--- config.mk ---
export PLATFORM = sky130hd
export DESIGN_NAME = pe_array_conv_flat
export DESIGN_NICKNAME = d
export VERILOG_FILES = /design/src/rtl/pe_array_conv_if.sv /design/src/rtl/pe_array_conv.sv /design/src/flat_wrapper.sv
export SDC_FILE = /design/constraint.sdc
export NUM_CORES = 1
export LEC_CHECK = 0
export BUFFER_PORTS_ARGS = -buffer_cell sky130_fd_sc_hd__buf_2
export CAP_MARGIN = 40
export CORE_UTILIZATION = 40
export CTS_CLUSTER_SIZE = 8
export DETAILED_ROUTE_END_ITERATION = 12
export GPL_ROUTABILITY_DRIVEN = 0
export GPL_TIMING_DRIVEN = 0
export SLEW_MARGIN = 40
export SYNTH_ARGS = -nofsm -noshare
export SYNTH_HDL_FRONTEND = slang
export SYNTH_SLANG_ARGS = --single-unit
--- constraint.sdc ---
create_clock -name clk -period 12 [get_ports clk]
set_clock_uncertainty 0.15 [all_clocks]
set_input_delay 2.4 -clock clk [delete_from_list [all_inputs] [get_ports clk]]
set_output_delay 2.4 -clock clk [all_outputs]
set_load 0.01 [all_outputs]
--- src/rtl/pe_array_conv_if.sv ---
// pe_array_conv_if: control, memory-port and status bundle for the PE array convolution engine
interface pe_array_conv_if #(
    parameter int P  = 4,
    parameter int DW = 8,
    parameter int AW = 9,
    parameter int K  = 16
);
    localparam int ACC_W = 2 * DW + $clog2(K);
    logic              start;
    logic [AW-1:0]     X;
    logic [AW-1:0]     Y;
    logic [AW-1:0]     Z;
    logic [AW-1:0]     num_out;
    logic [3:0]        stride;
    logic [AW-1:0]     f_raddr;
    logic              f_ren;
    logic [DW-1:0]     f_rdata;
    logic [P*AW-1:0]   i_raddr;
    logic              i_ren;
    logic [P*DW-1:0]   i_rdata;
    logic [AW-1:0]     ofm_waddr;
    logic [ACC_W-1:0]  ofm_wdata;
    logic              ofm_we;
    logic              busy;
    logic              done;
    modport master (
        input  start, X, Y, Z, num_out, stride, f_rdata, i_rdata,
        output f_raddr, f_ren, i_raddr, i_ren, ofm_waddr, ofm_wdata, ofm_we, busy, done
    );
    modport slave (
        output start, X, Y, Z, num_out, stride, f_rdata, i_rdata,
        input  f_raddr, f_ren, i_raddr, i_ren, ofm_waddr, ofm_wdata, ofm_we, busy, done
    );
endinterface

--- src/rtl/pe_array_conv.sv ---
// pe_array_conv: P-lane 1-D convolution, each lane a MAC over K taps, groups written out lane by lane
module pe_array_conv #(
    parameter int P  = 4,
    parameter int DW = 8,
    parameter int AW = 9,
    parameter int K  = 16
) (
    input logic clk,
    input logic rst,
    pe_array_conv_if.master bus
);
    localparam int ACC_W = 2 * DW + $clog2(K);
    localparam int KW = K > 1 ? $clog2(K) : 1;
    localparam int LW = P > 1 ? $clog2(P) : 1;
    localparam int GW = AW + 5;
    localparam logic [2:0] IDLE  = 3'd0;
    localparam logic [2:0] FETCH = 3'd1;
    localparam logic [2:0] DRAIN = 3'd2;
    localparam logic [2:0] WRITE = 3'd3;
    localparam logic [2:0] DONE  = 3'd4;
    logic [2:0] state;
    logic [AW-1:0] yb, zb, n, lb;
    logic [3:0] st;
    logic [GW-1:0] gb, gi;
    logic [KW-1:0] k;
    logic [LW-1:0] wl;
    logic rd_v, last, fe, we;
    logic signed [ACC_W-1:0] acc [P];
    logic signed [2*DW-1:0] prod [P];
    assign gi = gb + GW'(wl);
    assign last = (wl == LW'(P - 1)) || (gi + GW'(1) >= GW'(n));
    assign fe = (state == FETCH) && !rst;
    assign we = (state == WRITE) && !rst;
    // per-lane signed product of the returned IFM word and the shared filter word
    always_comb begin
        for (int p = 0; p < P; p++)
            prod[p] = $signed(bus.i_rdata[p*DW +: DW]) * $signed(bus.f_rdata);
    end
    // sequencer, configuration latch and lane accumulators
    always_ff @(posedge clk) begin
        if (rst) begin
            state <= IDLE;
            yb <= '0;
            zb <= '0;
            n <= '0;
            lb <= '0;
            st <= '0;
            gb <= '0;
            k <= '0;
            wl <= '0;
            rd_v <= 1'b0;
            for (int p = 0; p < P; p++) acc[p] <= '0;
        end else begin
            rd_v <= state == FETCH;
            if (rd_v)
                for (int p = 0; p < P; p++) acc[p] <= acc[p] + ACC_W'(prod[p]);
            case (state)
                IDLE: if (bus.start) begin
                    yb <= bus.Y;
                    zb <= bus.Z;
                    n <= bus.num_out;
                    lb <= bus.X;
                    st <= bus.stride == 4'd0 ? 4'd1 : bus.stride;
                    gb <= '0;
                    k <= '0;
                    wl <= '0;
                    for (int p = 0; p < P; p++) acc[p] <= '0;
                    state <= bus.num_out == '0 ? DONE : FETCH;
                end
                FETCH: begin
                    k <= k == KW'(K - 1) ? '0 : k + KW'(1);
                    state <= k == KW'(K - 1) ? DRAIN : FETCH;
                end
                DRAIN: begin
                    wl <= '0;
                    state <= WRITE;
                end
                WRITE: begin
                    wl <= wl + LW'(1);
                    if (last && (gb + GW'(P) < GW'(n))) begin
                        gb <= gb + GW'(P);
                        lb <= lb + AW'(P) * AW'(st);
                        wl <= '0;
                        for (int p = 0; p < P; p++) acc[p] <= '0;
                        state <= FETCH;
                    end else if (last) state <= DONE;
                end
                DONE: state <= IDLE;
                default: state <= IDLE;
            endcase
        end
    end
    // memory-port and status outputs, all forced low while reset is asserted
    always_comb begin
        bus.f_ren = fe;
        bus.i_ren = fe;
        bus.f_raddr = fe ? yb + AW'(k) : '0;
        bus.i_raddr = '0;
        for (int p = 0; p < P; p++)
            bus.i_raddr[p*AW +: AW] = fe ? lb + AW'(p) * AW'(st) + AW'(k) : '0;
        bus.ofm_we = we;
        bus.ofm_waddr = we ? zb + AW'(gi) : '0;
        bus.ofm_wdata = we ? acc[wl] : '0;
        bus.busy = (state != IDLE) && !rst;
        bus.done = (state == DONE) && !rst;
    end
endmodule
--- src/flat_wrapper.sv ---
// flat-port wrapper written by rule: the top's interface ports become plain ports
module pe_array_conv_flat 
#(
    parameter int P  = 4,
    parameter int DW = 8,
    parameter int AW = 9,
    parameter int K  = 16
)
  (clk, rst, bus_start, bus_X, bus_Y, bus_Z, bus_num_out, bus_stride, bus_f_rdata, bus_i_rdata, bus_f_raddr, bus_f_ren, bus_i_raddr, bus_i_ren, bus_ofm_waddr, bus_ofm_wdata, bus_ofm_we, bus_busy, bus_done);
  pe_array_conv_if #(.P(P), .DW(DW), .AW(AW), .K(K)) bus_i ();
  input logic clk;
  input logic rst;
  input wire logic [$bits(bus_i.start)-1:0] bus_start;
  input wire logic [$bits(bus_i.X)-1:0] bus_X;
  input wire logic [$bits(bus_i.Y)-1:0] bus_Y;
  input wire logic [$bits(bus_i.Z)-1:0] bus_Z;
  input wire logic [$bits(bus_i.num_out)-1:0] bus_num_out;
  input wire logic [$bits(bus_i.stride)-1:0] bus_stride;
  input wire logic [$bits(bus_i.f_rdata)-1:0] bus_f_rdata;
  input wire logic [$bits(bus_i.i_rdata)-1:0] bus_i_rdata;
  output wire logic [$bits(bus_i.f_raddr)-1:0] bus_f_raddr;
  output wire logic [$bits(bus_i.f_ren)-1:0] bus_f_ren;
  output wire logic [$bits(bus_i.i_raddr)-1:0] bus_i_raddr;
  output wire logic [$bits(bus_i.i_ren)-1:0] bus_i_ren;
  output wire logic [$bits(bus_i.ofm_waddr)-1:0] bus_ofm_waddr;
  output wire logic [$bits(bus_i.ofm_wdata)-1:0] bus_ofm_wdata;
  output wire logic [$bits(bus_i.ofm_we)-1:0] bus_ofm_we;
  output wire logic [$bits(bus_i.busy)-1:0] bus_busy;
  output wire logic [$bits(bus_i.done)-1:0] bus_done;
  assign bus_i.start = bus_start;
  assign bus_i.X = bus_X;
  assign bus_i.Y = bus_Y;
  assign bus_i.Z = bus_Z;
  assign bus_i.num_out = bus_num_out;
  assign bus_i.stride = bus_stride;
  assign bus_i.f_rdata = bus_f_rdata;
  assign bus_i.i_rdata = bus_i_rdata;
  assign bus_f_raddr = bus_i.f_raddr;
  assign bus_f_ren = bus_i.f_ren;
  assign bus_i_raddr = bus_i.i_raddr;
  assign bus_i_ren = bus_i.i_ren;
  assign bus_ofm_waddr = bus_i.ofm_waddr;
  assign bus_ofm_wdata = bus_i.ofm_wdata;
  assign bus_ofm_we = bus_i.ofm_we;
  assign bus_busy = bus_i.busy;
  assign bus_done = bus_i.done;
  pe_array_conv #(.P(P), .DW(DW), .AW(AW), .K(K)) u_core (.clk(clk), .rst(rst), .bus(bus_i));
endmodule
==> metrics.csv, run 1 <==
stage,metric,value,unit
run_status,status,"complete, no violations",
cells_and_area,Util after Layout,0.4505,
die,die height,240.0,um
power_and_ir_drop,VDD IR max,0.1935,mV
worst_hold_path,Min-Delay Path Class,register to register,
run,max-cap violation count,0,
clock_network,cts bufs inserted,17,
yosys,mapped cell area,22660,um^2
critical_path,CP Max Fanout,10,
timing,min Tclk post-route,8.629,ns
yosys,Seq cells post-synth,144,
global_routing,initial antenna violation count,2,
power_and_ir_drop,Sw Ratio,0.4887,
clock_network,Post-CTS Setup Inserts,0,
timing,Max-slew headroom,0.4304,
global_routing,GRT overflow,0,
timing,setup_tns,0,ns
place,DP HPWL,49.82,mm
yosys,fraction of registers with async set/reset,0,
clock_network,Resized cells post-CTS,0,
route,Vias,17350,
timing,Min Hold Slack,0.3110,ns
route,Routed WL per cell,17.50,um
place,I/O Buffers,160,
cells_and_area,"most common cell after layout, fill and taps aside",inv_1,
die,Placeable Area,55520,um^2
critical_path,Worst EP arrival,8.79,ns
cells_and_area,Nets,3326,
global_routing,vias in the first global route,18190,
yosys,synth unique cells,71,
yosys,Avg Inst Size Synth,9.255,um^2
cells_and_area,fillers,5515,
route,residual DRC count,0,
die,Starting Density,0.4080,
critical_path,CP Capture Type,register,
cells_and_area,synth-to-layout area growth,10.40,%
clock_network,clk_lat worst skew,0.46,ns
route,Post-DRT Antenna Nets,0,
die,# IOs,162,
critical_path,reg2reg start,u_core.acc[0][6],
critical_path,"Top cell by count, worst path",fa_1,
critical_path,CP Data Required Time,12.16,ns
place,Post-DP Area,24410,um^2
power_and_ir_drop,Leakage Power,0.01231,uW
power_and_ir_drop,Switch Pwr,2871,uW
timing,final hold violations,0,
yosys,Synth Flop Type,dfxtp_1,
power_and_ir_drop,Pint,3004,uW
global_routing,total track usage,0.2200,
clock_network,clock slew at reported path FFs,0.07,ns
critical_path,FF-to-FF End,u_core.acc[0][19],
clock_network,# H-tree levels,4,
clock_network,# hold bufs at CTS,0,
worst_hold_path,WHS Path Cells,2,
route,Detailed Route WL,59.33,mm
clock_network,clock sink total,144,
global_routing,first-pass GRT wire length,97.97,mm
power_and_ir_drop,PwrDens,234.9,nW/um^2
critical_path,FF-to-FF path depth,17,
cells_and_area,most frequent cells in the layout,"inv_1, fa_1, ha_1, nand2_1, and2_1",
timing,Slew @ Worst Pin,0.8544,ns
critical_path,CP endpoint,u_core.acc[0][19],
critical_path,crit-path cells,"buf_2, inv_1, clkbuf_2, buf_1, nor2_1, fa_1, fa_1, fa_1, fa_1, ha_1, ha_1, or4_1, o311ai_1, o211ai_1, a41oi_1, mux2i_1, xnor2_1, nor2_1",
cells_and_area,register area,2883,um^2
die,die area,57600,um^2
cells_and_area,multi-input logic area,17870,um^2
timing,max-slew violation count,0,
yosys,sequential element share of the synthesized area,0.1272,
critical_path,"reg-to-reg slack, setup",6.28,ns
critical_path,max incr delay on CP,0.69,ns
die,Die X,240.0,um
timing,RSZ-0062 raised after global routing,no,
cells_and_area,post-route cell area,25010,um^2
critical_path,crit path launch type,primary input,
yosys,Cells after Synth,2448,
critical_path,Worst path slowest cell,buf_1,
route,Initial DRC Count,1110,
timing,final setup fails,0,
timing,Fmax,0.1159,GHz
power_and_ir_drop,logic gate share of total power,0.792,
power_and_ir_drop,clock share of power,0.095,
route,via-per-instance ratio,5.119,
critical_path,kind of critical path,primary input to register,
clock_network,CTS tree,yes,
timing,crit share post-route,0.7191,
route,iteration count of the initial detailed-routing pass,5,
clock_network,CTS root buf,clkbuf_16,
global_routing,largest net degree at the start of global routing,17,
die,Std-Cell Rows,86,
cells_and_area,share of post-route cells with drive strength above 1,0.09504,
power_and_ir_drop,Sequential Power Share,0.113,
yosys,syn nets,3146,
clock_network,deepest clock path buffer count,2,
yosys,Ys Warns,0,
yosys,Post-synth EDFFs,0,
critical_path,CP Launch Point,bus_f_rdata[7],
-- metal layers --
metal  up-vias  GRT usage  wire (um)
met1      8581     0.2920      25680
met3        79    0.03639       3591
met2       481     0.3636      28330
met4         0    0.07238       1729
li1       8213          -          -
met5         -          0          0
-- flip-flops by register name, summed over array words and instances, names as in the netlist, named ones only --
signal        count
u_core.st         4
u_core.rd_v       1
u_core.lb         9
u_core.acc       80
u_core.n          9
u_core.zb         9
u_core.yb         9
u_core.k          4
u_core.gb        12
u_core.wl         2
u_core.state      3
-- layout make-up --
class / count / share of cell area
clock buffers: 21 / 0.01801
flip-flops and latches: 144 / 0.1153
repair buffers: 161 / 0.03246
well taps: 748 / 0.03742
diodes: 1 / 0.0001000
inverters: 400 / 0.06003
multi-input cells: 1806 / 0.7146
clock inverters: 11 / 0.005202
plain buffers: 98 / 0.01691
-- kinds of logic (layout without fill, tap and decap cells) --
group | after synthesis | count (layout) | share of synthesized area
multiplexers | 43 | 43 | 0.03010
adder cells (fa/ha/maj) | 615 | 615 | 0.4629
AND/OR/NAND/NOR | 712 | 712 | 0.1566
other | 0 | 1 | 0
buffers and inverters | 498 | 691 | 0.08461
AO/OA/AOI/OAI | 321 | 321 | 0.09405
flip-flops | 144 | 144 | 0.1272
XOR/XNOR | 115 | 115 | 0.04446
-- worst max-delay path: cells and delay by family --
kind | cells | cell delay [ns]
buf+inv | 4 | 1.32
xor+xnor | 1 | 0.16
fa+ha+maj | 6 | 2.66
simple gates | 3 | 0.74
mux | 1 | 0.33
compound gates | 3 | 1.16
-- worst min path at each step --
stage / start / end / slack (ns)
2_1_floorplan: u_core.n[2] / u_core.n[2] / 0.29
3_3_place_gp: u_core.n[2] / u_core.n[2] / 0.30
3_5_place_dp: u_core.yb[2] / u_core.yb[2] / 0.30
4_1_cts: u_core.yb[2] / u_core.yb[2] / 0.31
5_1_grt: u_core.yb[3] / u_core.yb[3] / 0.33
6_report: u_core.yb[2] / u_core.yb[2] / 0.31
-- per-stage QoR --
step | instances | total power [uW] | setup slack, ns
final | 3390 | 5875 | 3.371
after global routing | 3390 | 6626 | 3.129
after floorplan | 2448 | 4352 | 4.272
after CTS | 3389 | 5912 | 3.377
after detailed placement | 3357 | 5302 | 2.911
after global placement | 3356 | 5192 | 2.325
-- power groups by stage --
stage	clock, uW	combinational, uW	sequential [uW]
3_5_place_dp	0	4630	677
6_report	557	4650	664
5_1_grt	587	5370	674
2_1_floorplan	0	3730	625
4_1_cts	568	4680	667
3_3_place_gp	0	4510	678
-- synthesized netlist by cell type (all sizes together) (13+ instances only) --
library cell | n | area, um^2
a21o | 31 | 232.7
a21oi | 103 | 515.5
a22o | 16 | 140.1
a22oi | 30 | 225.2
and2 | 187 | 1170
buf | 26 | 145.1
clkbuf | 72 | 270.3
dfxtp | 144 | 2883
fa | 372 | 7447
ha | 243 | 3040
inv | 400 | 1501
mux2i | 22 | 220.2
mux4 | 20 | 450.4
nand2 | 199 | 749.5
nand2b | 20 | 125.1
nand3 | 29 | 150.1
nor2 | 163 | 614.3
nor2b | 21 | 131.4
nor3 | 37 | 185.2
o21ai | 38 | 190.2
o21bai | 13 | 97.59
or3 | 13 | 86.33
xnor2 | 83 | 727.0
xor2 | 32 | 280.3
No activity file was read; power rests on OpenSTA's default activity.
==> run 2: changes to the inputs <==
--- a/config.mk
+++ b/config.mk
@@ -5,6 +5,7 @@
 export SDC_FILE = /design/constraint.sdc
 export NUM_CORES = 1
 export LEC_CHECK = 0
+export ABC_AREA = 1
 export BUFFER_PORTS_ARGS = -buffer_cell sky130_fd_sc_hd__buf_2
 export CAP_MARGIN = 40
 export CORE_UTILIZATION = 40
==> constraint.sdc (replaced) <==
create_clock -name clk -period 8.3 [get_ports clk]
set_clock_uncertainty 0.15 [all_clocks]
set_input_delay 1.66 -clock clk [delete_from_list [all_inputs] [get_ports clk]]
set_output_delay 1.66 -clock clk [all_outputs]
set_load 0.01 [all_outputs]
==> metrics.csv, run 2 <==
stage,metric,value,unit,change
run_status,status,"complete, no violations",,
critical_path,CP Max Fanout,12,,+2
die,Std-Cell Rows,88,,+2.3%
critical_path,CP Launch Point,bus_f_rdata[0],,
yosys,Synth top area share,0.3165,,-0.01225
clock_network,clk_lat worst skew,0.45,ns,about the same
timing,final hold violations,0,,unchanged
cells_and_area,fillers,6018,,+9.1%
timing,final setup fails,0,,unchanged
critical_path,crit-path cells,"buf_2, clkbuf_1, nand2_1, inv_1, fa_1, fa_1, fa_1, fa_1, ha_1, ha_1, inv_1, o21ai_0, a21oi_1, o21ai_0, a21boi_0, or2_2, nand3_1, a22oi_1",,
yosys,Avg Inst Size Synth,7.670,um^2,-17%
worst_hold_path,Min-Delay Path Class,register to register,,
place,I/O Buffers,129,,-19%
power_and_ir_drop,Leakage Power,0.01415,uW,+15%
power_and_ir_drop,Switch Pwr,4099,uW,+43%
yosys,simple-gate area share of the yosys netlist,0.1562,,-0.0004676
global_routing,vias in the first global route,18840,,+3.6%
timing,RSZ-0062 raised after global routing,no,,
route,iteration count of the initial detailed-routing pass,5,,unchanged
route,Initial DRC Count,1313,,+18%
yosys,mapped cell area,23530,um^2,+3.9%
cells_and_area,"most common cell after layout, fill and taps aside",inv_1,,
timing,Max-slew headroom,0.3820,,-0.04836
timing,min Tclk post-route,7.520,ns,
yosys,top-count cell post-synth,inv_1,,
worst_hold_path,WHS Path Cells,2,,unchanged
critical_path,CP Data Required Time,8.46,ns,-3.70 ns
clock_network,# hold bufs at CTS,0,,unchanged
power_and_ir_drop,Sequential Power Share,0.120,,+0.007
yosys,Ys Warns,0,,unchanged
route,Post-DRT Antenna Nets,0,,unchanged
clock_network,deepest clock path buffer count,2,,unchanged
critical_path,reg2reg start,u_core.acc[0][6],,
route,Vias,19670,,+13%
cells_and_area,register area,2883,um^2,unchanged
cells_and_area,Diodes inserted,0,,-1
timing,Fmax,0.1330,GHz,
die,Die X,244.6,um,+1.9%
timing,max-slew violation count,0,,unchanged
global_routing,GRT overflow,0,,unchanged
route,Detailed Route WL,66.73,mm,+12%
yosys,main combinational cell family by area after synthesis,adder cells,,
die,# IOs,162,,unchanged
yosys,Post-synth EDFFs,0,,unchanged
power_and_ir_drop,clock share of power,0.101,,+0.006
cells_and_area,Top Registers,"u_core.acc (80), u_core.gb (12)",,
timing,Slew @ Worst Pin,0.9270,ns,+0.07255 ns
route,via-per-instance ratio,4.925,,-3.8%
global_routing,initial antenna violation count,2,,unchanged
die,Placeable Area,57920,um^2,+4.3%
clock_network,clock sink total,144,,unchanged
power_and_ir_drop,VDD IR max,0.1986,mV,+2.6%
timing,crit share post-route,0.9060,,
yosys,mux cell area share after synthesis,0,,-0.03010
global_routing,first-pass GRT wire length,106.5,mm,+8.7%
timing,setup_tns,0,ns,unchanged
critical_path,CP Capture Type,register,,
critical_path,kind of critical path,primary input to register,,
yosys,fraction of the mapped netlist area in adder cells,0.4457,,-0.01725
power_and_ir_drop,Sw Ratio,0.5274,,+0.03870
yosys,Post-synth top cells,"inv_1, nand2_1, fa_1, ha_1, nor2_1",,
critical_path,max incr delay on CP,0.62,ns,-0.07 ns
cells_and_area,number of flip-flops in the largest register,80,,unchanged
cells_and_area,Nets,3915,,+18%
yosys,XOR/XNOR Fraction of Synth Area,0.02196,,-0.02250
yosys,top post-synthesis cells by area,"fa_1, ha_1, dfxtp_1, inv_1, nand2_1",,
yosys,Seq cells post-synth,144,,unchanged
yosys,Synth Flop Type,dfxtp_1,,
critical_path,"reg-to-reg slack, setup",2.83,ns,-3.45 ns
critical_path,"Top cell by count, worst path",fa_1,,
route,Routed WL per cell,16.71,um,-4.5%
clock_network,clock slew at reported path FFs,0.07,ns,about the same
critical_path,Worst EP arrival,7.68,ns,-1.11 ns
clock_network,CTS tree,yes,,
critical_path,Worst path slowest cell,clkbuf_1,,
die,die height,244.6,um,+1.9%
cells_and_area,Largest Register,u_core.acc,,
route,residual DRC count,0,,unchanged
clock_network,# H-tree levels,4,,unchanged
cells_and_area,multi-input logic area,17350,um^2,-2.9%
critical_path,FF-to-FF End,u_core.acc[0][13],,
worst_hold_path,worst hold start,u_core.n[0],,
clock_network,cts bufs inserted,17,,unchanged
yosys,sequential element share of the synthesized area,0.1225,,-0.004743
place,DP HPWL,55.90,mm,+12%
cells_and_area,synth-to-layout area growth,9.416,%,
power_and_ir_drop,logic gate share of total power,0.780,,-0.012
yosys,syn nets,3766,,+20%
cells_and_area,most frequent cells in the layout,"inv_1, nand2_1, fa_1, ha_1, nor2_1",,
power_and_ir_drop,PwrDens,301.8,nW/um^2,+29%
cells_and_area,share of post-route cells with drive strength above 1,0.07495,,-0.02009
die,die area,59800,um^2,+3.8%
critical_path,FF-to-FF path depth,18,,+1
yosys,Cells after Synth,3068,,+25%
clock_network,CTS root buf,clkbuf_16,,
global_routing,total track usage,0.2306,,+0.01056
yosys,"area leader, netlist",fa_1,,
die,Starting Density,0.4063,,-0.001710
global_routing,largest net degree at the start of global routing,17,,unchanged
run,max-cap violation count,0,,unchanged
clock_network,Resized cells post-CTS,0,,unchanged
yosys,Compound-Gate Fraction of Synth Area,0.1134,,+0.01936
clock_network,Post-CTS Setup Inserts,0,,unchanged
critical_path,crit path launch type,primary input,,
critical_path,CP endpoint,u_core.acc[0][13],,
yosys,synth unique cells,48,,-32%
yosys,fraction of registers with async set/reset,0,,unchanged
timing,Min Hold Slack,0.3270,ns,+0.01595 ns
power_and_ir_drop,Pint,3673,uW,+22%
## run 2: worst min-delay path by stage
stage | to | slack (ns)
detailed placement | u_core.n[0] | 0.32
global placement | u_core.yb[8] | 0.32
global route | u_core.n[0] | 0.37
floorplan | u_core.yb[8] | 0.29
finish | u_core.n[0] | 0.33
CTS | u_core.n[0] | 0.33
## run 2: cell families (layout without fill, tap and decap cells)
kind of cell               count (synthesis)  count (layout)
xor gates and xnor gates                  59              59
AOI/OAI and AO/OA                        485             485
and+or+nand+nor                          908             908
buffers and inverters                    857            1018
adders and majority gates                615             615
DFF                                      144             144
## run 2: routing by layer
| layer | track usage | wire (um) |
|---|---|---|
| met5 | 0 | 23 |
| met3 | 0.02601 | 4113 |
| met2 | 0.3683 | 30450 |
| met1 | 0.3312 | 30680 |
| met4 | 0.05735 | 1468 |
## run 2: area by class of cell
cell class	instances	area share
repair buffers	130	0.02614
flip-flops and latches	144	0.1120
clock buffers	18	0.01667
plain buffers	131	0.02294
inverters	726	0.1058
well taps	765	0.03717
clock inverters	13	0.005442
multi-input cells	2067	0.6738
## run 2: power groups by stage
stage / Combinational, uW / Clock (uW) / Sequential [uW]
after floorplan: 4760 / 0 / 872
after global placement: 6000 / 0 / 946
after detailed placement: 6050 / 0 / 946
after CTS: 6100 / 797 / 930
after global routing: 7070 / 827 / 942
final: 6060 / 783 / 929
## run 2: stage by stage
stage / setup WS (ns) / cells / utilization / total power, uW / instance area (um^2)
detailed placement: 0.3858 / 3963 / 0.4347 / 6994 / 25180
global route: 0.3766 / 3994 / 0.4446 / 8839 / 25750
floorplan: 1.790 / 3068 / - / 5635 / 23530
finish: 0.7805 / 3994 / 0.4446 / 7772 / 25750
global placement: 0.3938 / 3962 / 0.4340 / 6941 / 25140
CTS: 0.8448 / 3994 / 0.4446 / 7830 / 25750
## run 2: worst max-delay path: cells and delay by family
family                     cells  cell delay, ns
adders and majority gates      6            2.73
buffers and inverters          4            1.48
AOI/OAI and AO/OA              5            1.17
and+or+nand+nor                3            0.64
==> run 3: changes to the inputs <==
--- a/config.mk
+++ b/config.mk
@@ -13,6 +13,8 @@
 export DETAILED_ROUTE_END_ITERATION = 12
 export GPL_ROUTABILITY_DRIVEN = 0
 export GPL_TIMING_DRIVEN = 0
+export PLACE_DENSITY = 0.53
+export RECOVER_POWER = 25
 export SLEW_MARGIN = 40
 export SYNTH_ARGS = -nofsm -noshare
 export SYNTH_HDL_FRONTEND = slang
==> metrics.csv, run 3 (synthesis gave the netlist of run 2 again) <==
stage,metric,value,unit,change
die,die height,244.6,um,unchanged
power_and_ir_drop,PwrDens,307.1,nW/um^2,+1.7%
route,via-per-instance ratio,4.956,,+0.63%
cells_and_area,share of post-route cells with drive strength above 1,0.07304,,-0.001903
place,I/O Buffers,129,,unchanged
global_routing,met2 Resource Use GR,0.4006,,+0.03225
clock_network,cts bufs inserted,17,,unchanged
route,Post-DRT Antenna Nets,0,,unchanged
cells_and_area,number of flip-flops in the largest register,80,,unchanged
place,DP HPWL,59.16,mm,+5.8%
route,residual DRC count,0,,unchanged
timing,final hold violations,0,,unchanged
timing,RSZ-0062 raised after global routing,no,,
clock_network,deepest clock path buffer count,2,,unchanged
power_and_ir_drop,Sequential Power Share,0.118,,-0.002
global_routing,total track usage,0.2416,,+0.01096
place,pre-CTS WS,0.3298,ns,-0.05607 ns
timing,crit share post-route,0.8897,,-0.01622
timing,Max-slew headroom,0.4079,,+0.02586
route,Routed WL per cell,17.44,um,+4.4%
global_routing,initial antenna violation count,5,,+3
timing,Slew @ Worst Pin,0.8882,ns,-0.03879 ns
timing,max-slew violation count,0,,unchanged
global_routing,GRT overflow,0,,unchanged
power_and_ir_drop,Leakage Power,0.01413,uW,-0.14%
die,die area,59800,um^2,unchanged
timing,min Tclk post-route,7.385,ns,-0.1347 ns
power_and_ir_drop,Switch Pwr,4199,uW,+2.5%
global_routing,vias in the first global route,20160,,+7.0%
die,# IOs,162,,unchanged
critical_path,CP Capture Type,register,,
clock_network,clk_lat worst skew,0.46,ns,about the same
critical_path,FF-to-FF End,u_core.acc[0][13],,
clock_network,Resized cells post-CTS,0,,unchanged
critical_path,"reg-to-reg slack, setup",2.98,ns,+0.15 ns
critical_path,crit-path cells,"buf_2, clkbuf_1, nand2_1, clkinv_1, fa_1, fa_1, fa_1, fa_1, ha_1, ha_1, inv_1, o21ai_0, a21oi_1, o21ai_0, a21boi_0, or2_2, nand3_1, a22oi_1",,
die,Starting Density,0.4063,,unchanged
cells_and_area,most frequent cells in the layout,"inv_1, nand2_1, fa_1, ha_1, nor2_1",,
clock_network,clock sink total,144,,unchanged
global_routing,GRT met1 Usage,0.3311,,about the same
critical_path,reg2reg start,u_core.acc[0][6],,
critical_path,CP Data Required Time,8.46,ns,about the same
cells_and_area,Largest Register,u_core.acc,,
run_status,status,"complete, no violations",,
route,iteration count of the initial detailed-routing pass,7,,+2
timing,setup_tns,0,ns,unchanged
clock_network,# hold bufs at CTS,0,,unchanged
die,Placeable Area,57920,um^2,unchanged
critical_path,CP Max Fanout,12,,unchanged
die,Die X,244.6,um,unchanged
clock_network,CTS root buf,clkbuf_16,,
cells_and_area,Util after Layout,0.4448,,about the same
critical_path,FF-to-FF path depth,18,,unchanged
timing,final worst slack,0.9151,ns,+0.1347 ns
worst_hold_path,hold path endpoint,u_core.yb[8],,
route,Detailed Route WL,69.74,mm,+4.5%
critical_path,"Top cell by count, worst path",fa_1,,
cells_and_area,synth-to-layout area growth,9.464,%,about the same
global_routing,largest net degree at the start of global routing,17,,unchanged
timing,final setup fails,0,,unchanged
worst_hold_path,WHS Path Cells,2,,unchanged
clock_network,# H-tree levels,4,,unchanged
critical_path,max incr delay on CP,0.81,ns,+0.19 ns
global_routing,GRT met3 Usage,0.03007,,+0.004061
power_and_ir_drop,logic gate share of total power,0.777,,-0.003
cells_and_area,Nets,3916,,+0.026%
die,Std-Cell Rows,88,,unchanged
place,placed cells,3962,,-0.025%
power_and_ir_drop,clock share of power,0.105,,+0.004
cells_and_area,"most common cell after layout, fill and taps aside",inv_1,,
clock_network,CTS tree,yes,,
critical_path,crit path launch type,primary input,,
global_routing,Top Usage Layer GRT,met2,,
timing,Fmax,0.1354,GHz,+1.8%
critical_path,worst path bufs/invs,4,,unchanged
cells_and_area,fin cells,3999,,+0.13%
critical_path,Worst EP arrival,7.54,ns,-0.14 ns
global_routing,first-pass GRT wire length,111.6,mm,+4.9%
critical_path,Worst path depth,18,,unchanged
run,max-cap violation count,0,,unchanged
worst_hold_path,Min-Delay Path Class,register to register,,
clock_network,Post-CTS Setup Inserts,0,,unchanged
clock_network,clock slew at reported path FFs,0.07,ns,about the same
power_and_ir_drop,Pint,3712,uW,+1.0%
route,Vias,19820,,+0.76%
cells_and_area,Top Registers,"u_core.acc (80), u_core.gb (12)",,
power_and_ir_drop,VDD IR max,0.1735,mV,-13%
critical_path,"CP delay by family, top",adder cells,,
power_and_ir_drop,Sw Ratio,0.5308,,+0.003448
route,Initial DRC Count,1259,,-4.1%
critical_path,Worst path slowest cell,fa_1,,
worst_hold_path,worst hold start,u_core.yb[8],,
critical_path,kind of critical path,primary input to register,,
run 3: changes by cell type in the layout (fill, tap and decap cells not counted), moves of 3 or more:
cell / change
clkbuf_1: +4
clkinv_2: -4
buf_2: -3
diode_2: +3
run 3: worst max path at each step:
stage                         to  slack (ns)           start
2_1_floorplan  u_core.acc[0][13]        1.79  bus_f_rdata[0]
3_3_place_gp   u_core.acc[0][13]        0.39  bus_f_rdata[0]
3_5_place_dp   u_core.acc[0][13]        0.33  bus_f_rdata[0]
4_1_cts        u_core.acc[0][13]        0.80  bus_f_rdata[0]
5_1_grt        u_core.acc[0][13]        0.47  bus_f_rdata[0]
6_report       u_core.acc[0][13]        0.92  bus_f_rdata[0]
run 3: worst reg2reg max path, stage by stage (launching register included):
cell and delay [ns]:
dfxtp_1 0.39, inv_1 0.14, fa_1 0.55, inv_1 0.05
fa_1 0.51, inv_1 0.05, fa_1 0.48, fa_1 0.55
inv_1 0.05, ha_1 0.28, ha_1 0.35, nand2_1 0.06
o21ai_0 0.34, a21oi_1 0.15, o21ai_0 0.38, a21boi_0 0.18
or2_2 0.30, nand3_1 0.12, a22oi_1 0.10
run 3: layout make-up:
cell class              count  area [um^2]
flip-flops and latches    144         2883
plain buffers             131        573.1
multi-input cells        2067        17340
well taps                 765        957.2
clock buffers              18        439.2
repair buffers            131        663.1
inverters                 726         2725
diodes                      3        7.507
clock inverters            14        173.9
fillers                  6026        32160
run 3: routing by layer:
| layer | wire, um | vias up |
|---|---|---|
| li1 | - | 9667 |
| met1 | 31540 | 9583 |
| met2 | 33040 | 483 |
| met3 | 3472 | 82 |
| met4 | 1661 | 4 |
| met5 | 23 | - |
run 3: power groups by stage:
stage          registers (uW)  clock network (uW)  logic (uW)
2_1_floorplan             872                   0        4760
3_3_place_gp              949                   0        6030
3_5_place_dp              951                   0        6130
4_1_cts                   935                 853        6200
5_1_grt                   947                 878        7140
6_report                  934                 831        6150
run 3: stage by stage:
| stage | area [um^2] | hold slack [ns] | total power [uW] |
|---|---|---|---|
| finish | 25760 | 0.3391 | 7911 |
| detailed placement | 25150 | 0.3234 | 7082 |
| global route | 25760 | 0.3580 | 8967 |
| CTS | 25760 | 0.3348 | 7985 |
| floorplan | 23530 | 0.2947 | 5635 |
| global placement | 25140 | 0.3150 | 6982 |
